**config.mk**
```make
export PLATFORM = sky130hd
export DESIGN_NAME = id_ex_stage
export DESIGN_NICKNAME = d
export VERILOG_FILES = /design/src/rtl/mips_defs.sv /design/src/rtl/hazard_detect.sv /design/src/rtl/id_ex_stage.sv
export SDC_FILE = /design/constraint.sdc
export NUM_CORES = 1
export LEC_CHECK = 0
export BUFFER_PORTS_ARGS = -buffer_cell sky130_fd_sc_hd__buf_4
export CAP_MARGIN = 30
export CORE_AREA = 4 4 147 149
export CTS_BUF_LIST = sky130_fd_sc_hd__clkbuf_4 sky130_fd_sc_hd__clkbuf_8 sky130_fd_sc_hd__clkbuf_16
export DETAILED_ROUTE_END_ITERATION = 6
export DIE_AREA = 0 0 151 153
export PLACE_DENSITY = 0.68
export SLEW_MARGIN = 20
export SYNTH_ARGS = -nofsm -noshare
export SYNTH_HDL_FRONTEND = slang
export SYNTH_SLANG_ARGS = --single-unit
```
**constraint.sdc**
```tcl
create_clock -name clk -period 3.28 [get_ports clk]
set_input_delay 0.492 -clock clk [delete_from_list [all_inputs] [get_ports clk]]
set_output_delay 0.492 -clock clk [all_outputs]
set_load 0.005 [all_outputs]
```
**src/rtl/mips_defs.sv**
```systemverilog
// Shared MIPS32 pipeline definitions: control-field widths, RegDst encodings,
// the $ra register number and the ID/EX pipeline register layout.
package mips_defs;

    localparam int XLEN       = 32;
    localparam int REG_W      = 5;
    localparam int FUNCT_W    = 6;
    localparam int PCSRC_W    = 2;
    localparam int REGDST_W   = 2;
    localparam int MEMTOREG_W = 2;
    localparam int ALUOP_W    = 4;

    localparam logic [REG_W-1:0] REG_ZERO = 5'd0;
    localparam logic [REG_W-1:0] REG_RA   = 5'd31;

    typedef enum logic [REGDST_W-1:0] {
        RD_RT   = 2'b00,
        RD_RD   = 2'b01,
        RD_RA   = 2'b10,
        RD_DUAL = 2'b11
    } regdst_e;

    typedef struct packed {
        logic                  valid;
        logic [PCSRC_W-1:0]    pcsrc;
        logic                  branch;
        logic                  regwrite;
        logic                  regwrite2;
        logic                  memread;
        logic                  memwrite;
        logic [MEMTOREG_W-1:0] memtoreg;
        logic                  alusrc1;
        logic                  alusrc2;
        logic                  luop;
        logic [ALUOP_W-1:0]    aluop;
        logic [XLEN-1:0]       pc_plus4;
        logic [XLEN-1:0]       rs_data;
        logic [XLEN-1:0]       rt_data;
        logic [XLEN-1:0]       imm_ext;
        logic [REG_W-1:0]      rs;
        logic [REG_W-1:0]      rt;
        logic [REG_W-1:0]      shamt;
        logic [FUNCT_W-1:0]    funct;
        logic [REG_W-1:0]      wr_reg;
        logic [REG_W-1:0]      wr_reg2;
    } id_ex_t;

    // Dual-write instructions (RD_DUAL) put their primary result in rd; rt is
    // always carried separately as the secondary destination.
    function automatic logic [REG_W-1:0] resolve_dest(
        input regdst_e          sel,
        input logic [REG_W-1:0] rt,
        input logic [REG_W-1:0] rd
    );
        logic [REG_W-1:0] dest;
        case (sel)
            RD_RT:   dest = rt;
            RD_RD:   dest = rd;
            RD_RA:   dest = REG_RA;
            RD_DUAL: dest = rd;
            default: dest = rt;
        endcase
        return dest;
    endfunction

endpackage

```
**src/rtl/hazard_detect.sv**
```systemverilog
// Combinational load-use hazard detector: flags an ID instruction that reads
// the register being loaded by the valid load currently in EX.
module hazard_detect
    import mips_defs::*;
(
    input  logic             ex_valid,
    input  logic             ex_mem_read,
    input  logic [REG_W-1:0] ex_wr_reg2,
    input  logic [REG_W-1:0] id_rs,
    input  logic [REG_W-1:0] id_rt,
    input  logic             id_uses_rs,
    input  logic             id_uses_rt,
    output logic             hz
);

    logic load_in_ex_s;
    logic rs_match_s;
    logic rt_match_s;

    // $zero is never a real dependency, so loads into it cannot stall.
    always_comb begin
        load_in_ex_s = ex_valid & ex_mem_read & (ex_wr_reg2 != REG_ZERO);
        rs_match_s   = id_uses_rs & (id_rs == ex_wr_reg2);
        rt_match_s   = id_uses_rt & (id_rt == ex_wr_reg2);
        hz           = load_in_ex_s & (rs_match_s | rt_match_s);
    end

endmodule

```
**src/rtl/id_ex_stage.sv**
```systemverilog
// ID/EX pipeline register: captures the decoded control bundle and operands,
// resolves destinations, inserts load-use bubbles and counts them.
module id_ex_stage
    import mips_defs::*;
#(
    parameter int W_CNT = 32
) (
    input  logic                  clk,
    input  logic                  reset,
    input  logic [PCSRC_W-1:0]    id_PCSrc,
    input  logic                  id_Branch,
    input  logic                  id_RegWrite,
    input  logic                  id_RegWrite2,
    input  logic [REGDST_W-1:0]   id_RegDst,
    input  logic                  id_MemRead,
    input  logic                  id_MemWrite,
    input  logic [MEMTOREG_W-1:0] id_MemtoReg,
    input  logic                  id_ALUSrc1,
    input  logic                  id_ALUSrc2,
    input  logic                  id_LuOp,
    input  logic [ALUOP_W-1:0]    id_ALUOp,
    input  logic                  id_valid,
    input  logic [XLEN-1:0]       id_pc_plus4,
    input  logic [XLEN-1:0]       id_rs_data,
    input  logic [XLEN-1:0]       id_rt_data,
    input  logic [XLEN-1:0]       id_imm_ext,
    input  logic [REG_W-1:0]      id_rs,
    input  logic [REG_W-1:0]      id_rt,
    input  logic [REG_W-1:0]      id_rd,
    input  logic [REG_W-1:0]      id_shamt,
    input  logic [FUNCT_W-1:0]    id_funct,
    input  logic                  id_uses_rs,
    input  logic                  id_uses_rt,
    input  logic                  ex_flush,
    input  logic                  ex_hold,
    output logic [PCSRC_W-1:0]    ex_PCSrc,
    output logic                  ex_Branch,
    output logic                  ex_RegWrite,
    output logic                  ex_RegWrite2,
    output logic                  ex_MemRead,
    output logic                  ex_MemWrite,
    output logic [MEMTOREG_W-1:0] ex_MemtoReg,
    output logic                  ex_ALUSrc1,
    output logic                  ex_ALUSrc2,
    output logic                  ex_LuOp,
    output logic [ALUOP_W-1:0]    ex_ALUOp,
    output logic                  ex_valid,
    output logic [XLEN-1:0]       ex_pc_plus4,
    output logic [XLEN-1:0]       ex_rs_data,
    output logic [XLEN-1:0]       ex_rt_data,
    output logic [XLEN-1:0]       ex_imm_ext,
    output logic [REG_W-1:0]      ex_rs,
    output logic [REG_W-1:0]      ex_rt,
    output logic [REG_W-1:0]      ex_shamt,
    output logic [FUNCT_W-1:0]    ex_funct,
    output logic [REG_W-1:0]      ex_wr_reg,
    output logic [REG_W-1:0]      ex_wr_reg2,
    output logic                  id_stall,
    output logic [W_CNT-1:0]      bubble_count
);

    localparam logic [W_CNT-1:0] CNT_MAX = {W_CNT{1'b1}};

    id_ex_t           ex_r;
    id_ex_t           load_s;
    logic [W_CNT-1:0] cnt_r;
    logic             hz_s;

    hazard_detect u_hazard_detect (
        .ex_valid    (ex_r.valid),
        .ex_mem_read (ex_r.memread),
        .ex_wr_reg2  (ex_r.wr_reg2),
        .id_rs       (id_rs),
        .id_rt       (id_rt),
        .id_uses_rs  (id_uses_rs),
        .id_uses_rt  (id_uses_rt),
        .hz          (hz_s)
    );

    // Next-value of the register on a normal load; enables are squashed for empty slots.
    always_comb begin
        load_s          = '0;
        load_s.valid    = id_valid;
        load_s.memtoreg = id_MemtoReg;
        load_s.alusrc1  = id_ALUSrc1;
        load_s.alusrc2  = id_ALUSrc2;
        load_s.luop     = id_LuOp;
        load_s.aluop    = id_ALUOp;
        load_s.pc_plus4 = id_pc_plus4;
        load_s.rs_data  = id_rs_data;
        load_s.rt_data  = id_rt_data;
        load_s.imm_ext  = id_imm_ext;
        load_s.rs       = id_rs;
        load_s.rt       = id_rt;
        load_s.shamt    = id_shamt;
        load_s.funct    = id_funct;
        load_s.wr_reg   = resolve_dest(regdst_e'(id_RegDst), id_rt, id_rd);
        load_s.wr_reg2  = id_rt;
        if (id_valid) begin
            load_s.pcsrc     = id_PCSrc;
            load_s.branch    = id_Branch;
            load_s.regwrite  = id_RegWrite;
            load_s.regwrite2 = id_RegWrite2;
            load_s.memread   = id_MemRead;
            load_s.memwrite  = id_MemWrite;
        end else begin
            load_s.pcsrc     = {PCSRC_W{1'b0}};
            load_s.branch    = 1'b0;
            load_s.regwrite  = 1'b0;
            load_s.regwrite2 = 1'b0;
            load_s.memread   = 1'b0;
            load_s.memwrite  = 1'b0;
        end
    end

    // Pipeline register update: reset > flush > hold > bubble > load.
    always_ff @(posedge clk) begin
        if (reset) begin
            ex_r  <= '0;
            cnt_r <= '0;
        end else if (ex_flush) begin
            ex_r  <= '0;
        end else if (ex_hold) begin
            ex_r  <= ex_r;
        end else if (hz_s) begin
            ex_r  <= '0;
            if (cnt_r != CNT_MAX) begin
                cnt_r <= cnt_r + W_CNT'(1'b1);
            end
        end else begin
            ex_r  <= load_s;
        end
    end

    // A flush already kills the ID instruction, so it must not also stall it.
    assign id_stall = (hz_s & ~ex_flush) | ex_hold;

    assign ex_PCSrc     = ex_r.pcsrc;
    assign ex_Branch    = ex_r.branch;
    assign ex_RegWrite  = ex_r.regwrite;
    assign ex_RegWrite2 = ex_r.regwrite2;
    assign ex_MemRead   = ex_r.memread;
    assign ex_MemWrite  = ex_r.memwrite;
    assign ex_MemtoReg  = ex_r.memtoreg;
    assign ex_ALUSrc1   = ex_r.alusrc1;
    assign ex_ALUSrc2   = ex_r.alusrc2;
    assign ex_LuOp      = ex_r.luop;
    assign ex_ALUOp     = ex_r.aluop;
    assign ex_valid     = ex_r.valid;
    assign ex_pc_plus4  = ex_r.pc_plus4;
    assign ex_rs_data   = ex_r.rs_data;
    assign ex_rt_data   = ex_r.rt_data;
    assign ex_imm_ext   = ex_r.imm_ext;
    assign ex_rs        = ex_r.rs;
    assign ex_rt        = ex_r.rt;
    assign ex_shamt     = ex_r.shamt;
    assign ex_funct     = ex_r.funct;
    assign ex_wr_reg    = ex_r.wr_reg;
    assign ex_wr_reg2   = ex_r.wr_reg2;
    assign bubble_count = cnt_r;

endmodule

```
==> flow_metrics.env, run 1 <==
export IMPL_ys_seq_elements=203
export IMPL_slowest_delay_ns=0.48
export IMPL_syn_area_um2=7560
export IMPL_ir_drop_mv=0.405
export IMPL_finalInstanceArea_um2=11400
export IMPL_p_leak_uw=0.00505
export IMPL_drv_cap=0
export IMPL_period_needed_ns=2.73
export IMPL_fin_skew_ns=0.0164
export IMPL_cts_tree="yes"
export IMPL_synthCells=825
export IMPL_grt_max_degree=174
export IMPL_crit_top_cell="buf_4"
export IMPL_yosys_warnings=0
export IMPL_rsz0062_at_grt="false"
export IMPL_final_cell_mix="390 x buf_4, 203 x dfxtp_1, 200 x nor2_1"
export IMPL_period_share_pct=83.1
export IMPL_place_area_um2=10600
export IMPL_post_cts_resized=0
export IMPL_area_growth_pct=50.4
export IMPL_vias_per_cell=5.08
export IMPL_cts_buffers=23
export IMPL_avgSynthCellArea_um2=9.17
export IMPL_cts_root_buf="clkbuf_16"
export IMPL_dr_first_iter_drc_count=438
export IMPL_yosysUniqueCellTypes=42
export IMPL_finalHoldViolCount=0
export IMPL_dr_pass1_iters=6
export IMPL_postLayoutCoreUtil_pct=56.4
export IMPL_worst_path_buf_inv=2
export IMPL_cp_data_required_time_ns=2.79
export IMPL_die_area_um2=23100
export IMPL_setup_viol=0
export IMPL_synth_ff_type="dfxtp_1"
export IMPL_regToRegStartpoint="ex_rt[0]"
export IMPL_ys_seq_area_share_pct=53.7
export IMPL_worst_path_stages=7
export IMPL_async_reset_ff_share_pct=0
export IMPL_layout_commonest_cell="buf_4"
export IMPL_cts_max_path_buffers=3
export IMPL_wire_per_inst_um=17.9
export IMPL_worstSetupStartpointType="flop"
export IMPL_antenna_found_initial=0
export IMPL_whs_path_depth=3
export IMPL_crit_family="compound AO/OA/AOI/OAI gates"
export IMPL_dieHeight_um=153
export IMPL_fin_tns_setup_ns=0
export IMPL_grt_pass1_vias=7156
export IMPL_drive_gt1_share_pct=38.1
export IMPL_globalRouteOverflowTotal=0
export IMPL_grt_pass1_wl_um=39900
export IMPL_syn_num_nets=1005
export IMPL_startpoint="ex_rt[4]"
export IMPL_tightest_slew_ns=0.998
export IMPL_holdCritPathClass="in -> reg"
export IMPL_crit_path_end_kind="output port"
export IMPL_antenna_left=0
export IMPL_path_class="reg -> out"
export IMPL_wirelength_um=26100
export IMPL_htree_levels=1
export IMPL_cts_setup_buffers=0
export IMPL_num_vias=7421
export IMPL_crit_arrival_ns=2.23
export IMPL_num_rows=52
export IMPL_drc=0
export IMPL_crit_path_end="id_stall"
export IMPL_holdBufCountCts=0
export IMPL_place_hpwl_um=18600
export IMPL_die_w_um=151
export IMPL_top_level_ports=388
export IMPL_slew_viol_final=0
export IMPL_slew_headroom_pct=33.5
export IMPL_antennaDiodeCount=0
export IMPL_p_per_area_nw_per_um2=501
export IMPL_reg2reg_depth=6
export IMPL_track_usage_pct=21.3
export IMPL_clock_sinks=203
export IMPL_status="complete, no violations"
export IMPL_portBuffers=387
export IMPL_gp_congestion=0.854
export IMPL_cts_clk_slew_worst_paths_ns=0.06
export IMPL_fp_coreArea_um2=20200
export IMPL_critPathSlowestCell="dfxtp_1"
export IMPL_start_util_pct=37.5
export IMPL_total_power_uw=5700
export IMPL_timing_rr_end="bubble_count[15]"
export IMPL_crit_fanout=7
export IMPL_final_net_count=1354
export IMPL_synth_edf_count=0
export IMPL_crit_chain="xnor2_1 -> nand4_1 -> o22ai_2 -> buf_4 -> nand2_1 -> o21bai_1 -> buf_4"
export IMPL_rrSetupSlack_ns=0.60
export IMPL_clock_latency_ns=0.51
export IMPL_fmax_mhz=367
where the power goes:
group          total, µW  switching (µW)  internal, µW
clock               2570            1010          1550
sequential          2570            37.3          2530
combinational        559             253           307
worst min-delay path, cell delays in order:
cell     delay, ns
buf_4         0.07
a22oi_1       0.05
nor2_1        0.07
kinds of logic (layout without fill, tap and decap cells):
group	count (synthesis)	in the layout	synth area share [%]
xor gates and xnor gates	17	17	1.97
AOI/OAI and AO/OA	212	212	20.3
and+or+nand+nor	307	307	18.0
DFF	203	203	53.7
buffers and inverters	75	440	4.29
muxes	10	10	1.47
adders and majority gates	1	1	0.165
Yosys cell counts, types with 6 or more instances:
cell type | count | share of area [%]
nand3_1 | 14 | 0.93
nand2_1 | 26 | 1.3
xnor2_1 | 10 | 1.2
xor2_1 | 7 | 0.81
dfxtp_1 | 203 | 54
o21ai_0 | 16 | 1.1
mux2_2 | 9 | 1.3
buf_2 | 12 | 0.79
buf_4 | 7 | 0.69
a32oi_1 | 7 | 0.81
a22oi_1 | 164 | 16
or3_1 | 12 | 0.99
nor2b_1 | 6 | 0.50
nand4_1 | 15 | 1.2
a21oi_1 | 14 | 0.93
clkbuf_1 | 49 | 2.4
nor4_1 | 11 | 0.91
nor2_1 | 200 | 9.9
final cells by class:
cell class | count | area, µm²
Clock inverter | 9 | 101
Sequential cell | 203 | 4060
Multi-Input combinational cell | 547 | 3180
Clock buffer | 32 | 656
Fill cell | 1866 | 8790
Inverter | 4 | 15.0
Timing Repair Buffer | 395 | 3020
Tap cell | 270 | 338
per-layer routing:
layer / GRT usage [%] / share of wire, %
met5: 0 / 0
met4: 7.82 / 3.7
met3: 5.77 / 8.0
met2: 34.8 / 49
met1: 26.8 / 39
stage by stage:
stage	std cells	hold WS (ns)	worst slack [ns]
final	1460	0.214	0.553
after global routing	1460	0.192	0.348
after CTS	1460	0.191	0.456
after detailed placement	1419	0.474	0.584
after global placement	1419	0.463	0.677
after floorplan	825	0.474	1.14
worst min-delay path by stage:
| stage | endpoint | start | slack [ns] |
|---|---|---|---|
| 4_1_cts | ex_MemtoReg[1] | id_MemtoReg[1] | 0.19 |
| 6_report | ex_imm_ext[6] | id_imm_ext[6] | 0.21 |
| 5_1_grt | ex_imm_ext[11] | id_imm_ext[11] | 0.19 |
| 3_5_place_dp | ex_PCSrc[1] | ex_PCSrc[1] | 0.47 |
| 2_1_floorplan | ex_Branch | ex_Branch | 0.47 |
| 3_3_place_gp | ex_RegWrite2 | ex_RegWrite2 | 0.46 |
Power figures use the tool's default switching activity.
==> run 2: changes to the inputs <==
- PLACE_DENSITY: 0.68 -> 0.7
- clock period: 3.28 -> 2.5 ns (I/O delays scaled with it)
==> run 2 against run 1 <==
Net effect: via count up 2.2%; die area did not move; critical path depth down 2; first-iteration DRC count fell by 16%; critical path type unchanged; core utilization grew 0.41 points; flip-flop and latch count did not move; largest cell class unchanged; combinational power rose by 33%; cell area up 0.73%; sequential share of layout area decreased by 0.25 points; sequential power grew 31%.
==> flow_metrics.env, run 2 (synthesized netlist as in run 1, its figures left out) <==
export IMPL_path_class="reg -> out"
export IMPL_cts_buffers=22
export IMPL_slowest_delay_ns=0.53
export IMPL_regArea_um2=4070
export IMPL_wirelength_um=25900
export IMPL_slew_headroom_pct=36.4
export IMPL_area_growth_pct=51.5
export IMPL_wl_met3_um=2020
export IMPL_setup_viol=0
export IMPL_cp_data_required_time_ns=2.12
export IMPL_track_usage_pct=20.9
export IMPL_gp_congestion=0.824
export IMPL_crit_fanout=6
export IMPL_finalInstanceArea_um2=11500
export IMPL_dr_first_iter_drc_count=370
export IMPL_htree_levels=1
export IMPL_cts_clk_slew_worst_paths_ns=0.06
export IMPL_rrSetupSlack_ns=0.19
export IMPL_place_inst=1432
export IMPL_swShare_pct=22.4
export IMPL_slew_viol_final=0
export IMPL_cts_root_buf="clkbuf_16"
export IMPL_die_w_um=151
export IMPL_antenna_found_initial=0
export IMPL_holdCritPathClass="in -> reg"
export IMPL_globalRouteOverflowTotal=0
export IMPL_crit_chain="or4_1 -> o211a_1 -> nand2_1 -> o21bai_1 -> buf_4"
export IMPL_worstSetupStartpointType="flop"
export IMPL_grt_max_degree=89
export IMPL_dieHeight_um=153
export IMPL_n_fill_cell=1838
export IMPL_timing_rr_end="bubble_count[13]"
export IMPL_portBuffers=387
export IMPL_cts_max_path_buffers=3
export IMPL_fp_coreArea_um2=20200
export IMPL_topRoutingLayerUsed="met4"
export IMPL_wl_met2_um=13100
export IMPL_num_rows=52
export IMPL_whs_path_depth=3
export IMPL_grt_pass1_wl_um=39400
export IMPL_vias_per_cell=5.16
export IMPL_final_net_count=1367
export IMPL_fin_skew_ns=0.00554
export IMPL_wire_per_inst_um=17.6
export IMPL_p_per_area_nw_per_um2=638
export IMPL_worst_path_stages=5
export IMPL_place_area_um2=10700
export IMPL_drc=0
export IMPL_clock_sinks=203
export IMPL_total_power_uw=7310
export IMPL_drive_gt1_share_pct=38.7
export IMPL_tightest_slew_ns=0.954
export IMPL_ir_drop_mv=0.494
export IMPL_p_sw_uw=1640
export IMPL_critPathSlowestCell="or4_1"
export IMPL_drv_cap=0
export IMPL_fin_tns_setup_ns=0
export IMPL_place_hpwl_um=18700
export IMPL_stdcell_count=1471
export IMPL_regToRegStartpoint="ex_rt[2]"
export IMPL_layout_commonest_cell="buf_4"
export IMPL_cts_tree="yes"
export IMPL_crit_family="simple AND/OR/NAND/NOR gates"
export IMPL_antenna_left=0
export IMPL_start_util_pct=37.5
export IMPL_fmax_mhz=424
export IMPL_finalHoldViolCount=0
export IMPL_clock_latency_ns=0.49
export IMPL_final_cell_mix="403 x buf_4, 202 x dfxtp_1, 200 x nor2_1"
export IMPL_period_share_pct=94.5
export IMPL_rsz0062_at_grt="false"
export IMPL_crit_path_end_kind="output port"
export IMPL_combPwrFrac_pct=10.2
export IMPL_p_clk_share_pct=43.7
export IMPL_worst_path_buf_inv=1
export IMPL_dr_pass1_iters=6
export IMPL_met1_length_um=10100
export IMPL_reg2reg_depth=6
export IMPL_p_int_uw=5670
export IMPL_whs_endpoint="ex_imm_ext[2]"
export IMPL_crit_arrival_ns=1.99
export IMPL_holdBufCountCts=0
export IMPL_p_leak_uw=0.00511
export IMPL_status="complete, no violations"
export IMPL_top_level_ports=388
export IMPL_antennaDiodeCount=0
export IMPL_grt_pass1_vias=7202
export IMPL_die_area_um2=23100
export IMPL_multi_input_area_um2=3180
export IMPL_pwr_share_seq_pct=46.1
export IMPL_period_needed_ns=2.36
export IMPL_num_vias=7587
export IMPL_worstHoldStart="id_imm_ext[2]"
==> run 2: cell count changes in the layout (fill, tap and decap cells not counted) <==
| cell | change |
|---|---|
| clkinv_2 | -3 |
| clkbuf_8 | +4 |
| inv_6 | -1 |
| bufinv_16 | -2 |
| dfxtp_1 | -1 |
| buf_12 | +1 |
| clkinvlp_4 | -1 |
| buf_4 | +13 |
| dfxtp_2 | +1 |
==> run 2: repair_timing <==
action,in CTS,in global routing
pin swaps,0,1
buffers inserted,0,1
resized for setup,1,1
setup endpoints to repair,1,1
==> run 2: layout make-up <==
class / instances / area share, %
inverter: 4 / 0.131
clock buffer: 36 / 6.20
multi-input combinational: 547 / 27.8
timing repair buffer: 409 / 27.4
sequential: 203 / 35.5
tap: 270 / 2.95
clock inverter: 2 / 0.0873
==> run 2: through the flow <==
stage / util [%] / hold WS, ns / setup slack, ns
6_report: 56.8 / 0.115 / 0.139
2_1_floorplan: - / 0.474 / 0.399
4_1_cts: 56.8 / 0.0939 / 0.00172
3_5_place_dp: 53.2 / 0.474 / 0.140
3_3_place_gp: 53.2 / 0.463 / 0.167
5_1_grt: 56.8 / 0.101 / 0.0385
==> run 2: power by group through the flow <==
stage          sequential [µW]  clock, µW  combinational, µW
2_1_floorplan             3440          0                293
3_3_place_gp              3440          0                743
3_5_place_dp              3440          0                749
4_1_cts                   3370       3260                752
5_1_grt                   3380       3390                812
6_report                  3370       3190                746
==> run 2: worst register-to-register path, stage by stage (launching register included) <==
cell and delay, ns:
dfxtp_1 0.37, or4_1 0.53, o211ai_1 0.39, nor3_1 0.11
nand2_1 0.36, nor4_1 0.14, mux2_2 0.30
==> run 2: routing by layer <==
layer,vias up,global-route usage [%]
met3,50,4.86
met4,0,7.04
met1,3592,25.3
met2,274,36.2
li1,3671,-
met5,-,0
==> run 2: worst max-delay path by stage <==
| stage | slack (ns) | endpoint | from |
|---|---|---|---|
| 3_5_place_dp | 0.14 | bubble_count[13] | id_rs[4] |
| 5_1_grt | 0.04 | bubble_count[15] | ex_rt[1] |
| 3_3_place_gp | 0.17 | bubble_count[13] | id_rs[4] |
| 6_report | 0.14 | id_stall | ex_rt[2] |
| 2_1_floorplan | 0.40 | bubble_count[11] | ex_rt[4] |
| 4_1_cts | 0.002 | id_stall | ex_rt[1] |
==> run 3: changes to the inputs <==
- PLACE_DENSITY: 0.7 -> 0.81
==> run 3 against run 2 <==
Net effect: maximum frequency is essentially flat; wire length increased by 0.61%; flip-flop and latch count did not move; total power up 1.2%; critical path depth up 2; core utilization up 0.21 points; critical path type unchanged; critical endpoint unchanged; largest cell class unchanged; largest power group unchanged.
==> flow_metrics.env, run 3 (synthesized netlist as in run 1, its figures left out) <==
export IMPL_status="complete, no violations"
export IMPL_die_w_um=151
export IMPL_clock_sinks=203
export IMPL_place_area_um2=10800
export IMPL_clock_latency_ns=0.50
export IMPL_n_fill_cell=1747
export IMPL_period_share_pct=94.4
export IMPL_fp_coreArea_um2=20200
export IMPL_tightest_slew_ns=0.947
export IMPL_met1_length_um=9750
export IMPL_slowest_delay_ns=0.32
export IMPL_holdCritPathClass="in -> reg"
export IMPL_p_leak_uw=0.00513
export IMPL_place_hpwl_um=18900
export IMPL_p_per_area_nw_per_um2=643
export IMPL_antennaDiodeCount=0
export IMPL_crit_arrival_ns=1.98
export IMPL_cts_clk_slew_worst_paths_ns=0.06
export IMPL_crit_path_end_kind="output port"
export IMPL_topRoutingLayerUsed="met4"
export IMPL_drv_cap=0
export IMPL_cp_data_required_time_ns=2.12
export IMPL_die_area_um2=23100
export IMPL_area_growth_pct=52.1
export IMPL_finalInstanceArea_um2=11500
export IMPL_setup_viol=0
export IMPL_slew_viol_final=0
export IMPL_dp_slack_ns=-0.0541
export IMPL_cts_setup_buffers=0
export IMPL_holdWs_ns=0.100
export IMPL_top_level_ports=388
export IMPL_worstSetupStartpointType="flop"
export IMPL_drive_gt1_share_pct=39.0
export IMPL_crit_fanout=5
export IMPL_dieHeight_um=153
export IMPL_rsz0062_at_grt="false"
export IMPL_wirelength_um=26100
export IMPL_period_needed_ns=2.36
export IMPL_dr_first_iter_drc_count=433
export IMPL_portBuffers=387
export IMPL_final_net_count=1371
export IMPL_wire_per_inst_um=17.7
export IMPL_antenna_left=0
export IMPL_grt_pass1_wl_um=40000
export IMPL_total_power_uw=7390
export IMPL_track_usage_pct=21.2
export IMPL_setup_slack_ns=0.141
export IMPL_vias_per_cell=5.22
export IMPL_wl_met3_um=2390
export IMPL_final_cell_mix="409 x buf_4, 202 x dfxtp_1, 200 x nor2_1"
export IMPL_finalHoldViolCount=0
export IMPL_slew_headroom_pct=36.8
export IMPL_gp_congestion=0.893
export IMPL_drc=0
export IMPL_start_util_pct=37.5
export IMPL_critPathSlowestCell="dfxtp_1"
export IMPL_holdBufCountCts=0
export IMPL_fin_skew_ns=0.00916
export IMPL_cts_tree="yes"
export IMPL_fmax_mhz=424
export IMPL_num_vias=7687
export IMPL_cts_root_buf="clkbuf_16"
export IMPL_path_class="reg -> out"
export IMPL_crit_top_cell="buf_4"
export IMPL_layout_commonest_cell="buf_4"
export IMPL_htree_levels=1
export IMPL_dr_pass1_iters=7
export IMPL_cts_max_path_buffers=3
export IMPL_ir_drop_mv=0.425
export IMPL_cts_buffers=22
export IMPL_antenna_found_initial=0
export IMPL_grt_pass1_vias=7460
export IMPL_grt_max_degree=91
export IMPL_crit_chain="buf_4 -> xnor2_1 -> nand4_1 -> o22ai_4 -> nand2_1 -> o21bai_1 -> buf_4"
export IMPL_num_rows=52
export IMPL_wl_met2_um=12800
export IMPL_globalRouteOverflowTotal=0
run 3: cell types whose count changed in the layout (fill, tap and decap cells not counted), sizes merged:
cell,previous run,this run
clkinv,2,5
buf,409,413
clkbuf,36,31
bufinv,0,1
run 3: path summary, 6_finish.rpt:
kind,startpoint,endpoint,slack [ns],cells past startpoint
max,ex_rt[3],id_stall,0.14,7
max reg2reg,ex_rt[0],ex_rt_data[24],0.17,6
min,id_pc_plus4[5],ex_pc_plus4[5],0.10,3
min reg2reg,ex_MemWrite,ex_MemWrite,0.49,2
run 3: worst max-delay path, delay by kind of cell (launching register included):
kind,cells,cell delay [ns]
DFF,1,0.32
xor gates and xnor gates,1,0.20
AOI/OAI and AO/OA,2,0.44
and+or+nand+nor,2,0.24
buffers and inverters,2,0.30
run 3: area by class of cell:
type                       count  area (µm²)  share of cell area (%)
sequential                   203        4070                    35.3
multi-input combinational    547        3200                    27.8
timing repair buffer         413        3150                    27.4
clock buffer                  31         679                    5.91
tap                          270         338                    2.94
clock inverter                 6        55.1                   0.479
inverter                       4        15.0                   0.131
run 3: what timing repair did:
action / in CTS / in global routing
gates cloned: 0 / 0
resized for setup: 0 / 4
endpoints found under the setup margin: 1 / 13
pin swaps: 0 / 1
run 3: metal layers:
metal	global-route usage, %	vias up
li1	-	3678
met1	25.0	3596
met2	36.0	340
met3	5.86	73
met4	8.77	0
met5	0	-
run 3: power by group:
| group | total [µW] | switching (µW) | internal, µW |
|---|---|---|---|
| clock | 3270 | 1290 | 1980 |
| combinational | 757 | 342 | 415 |
| sequential | 3370 | 48.4 | 3320 |
| total | 7390 | 1680 | 5720 |
run 3: through the flow:
step | TNS, ns | std cells | util [%]
final | 0 | 1474 | 57.0
after floorplan | 0 | 825 | -
after global placement | -0.0389 | 1437 | 53.3
after global routing | 0 | 1474 | 57.0
after CTS | -0.00931 | 1474 | 56.9
after detailed placement | -0.200 | 1437 | 53.3
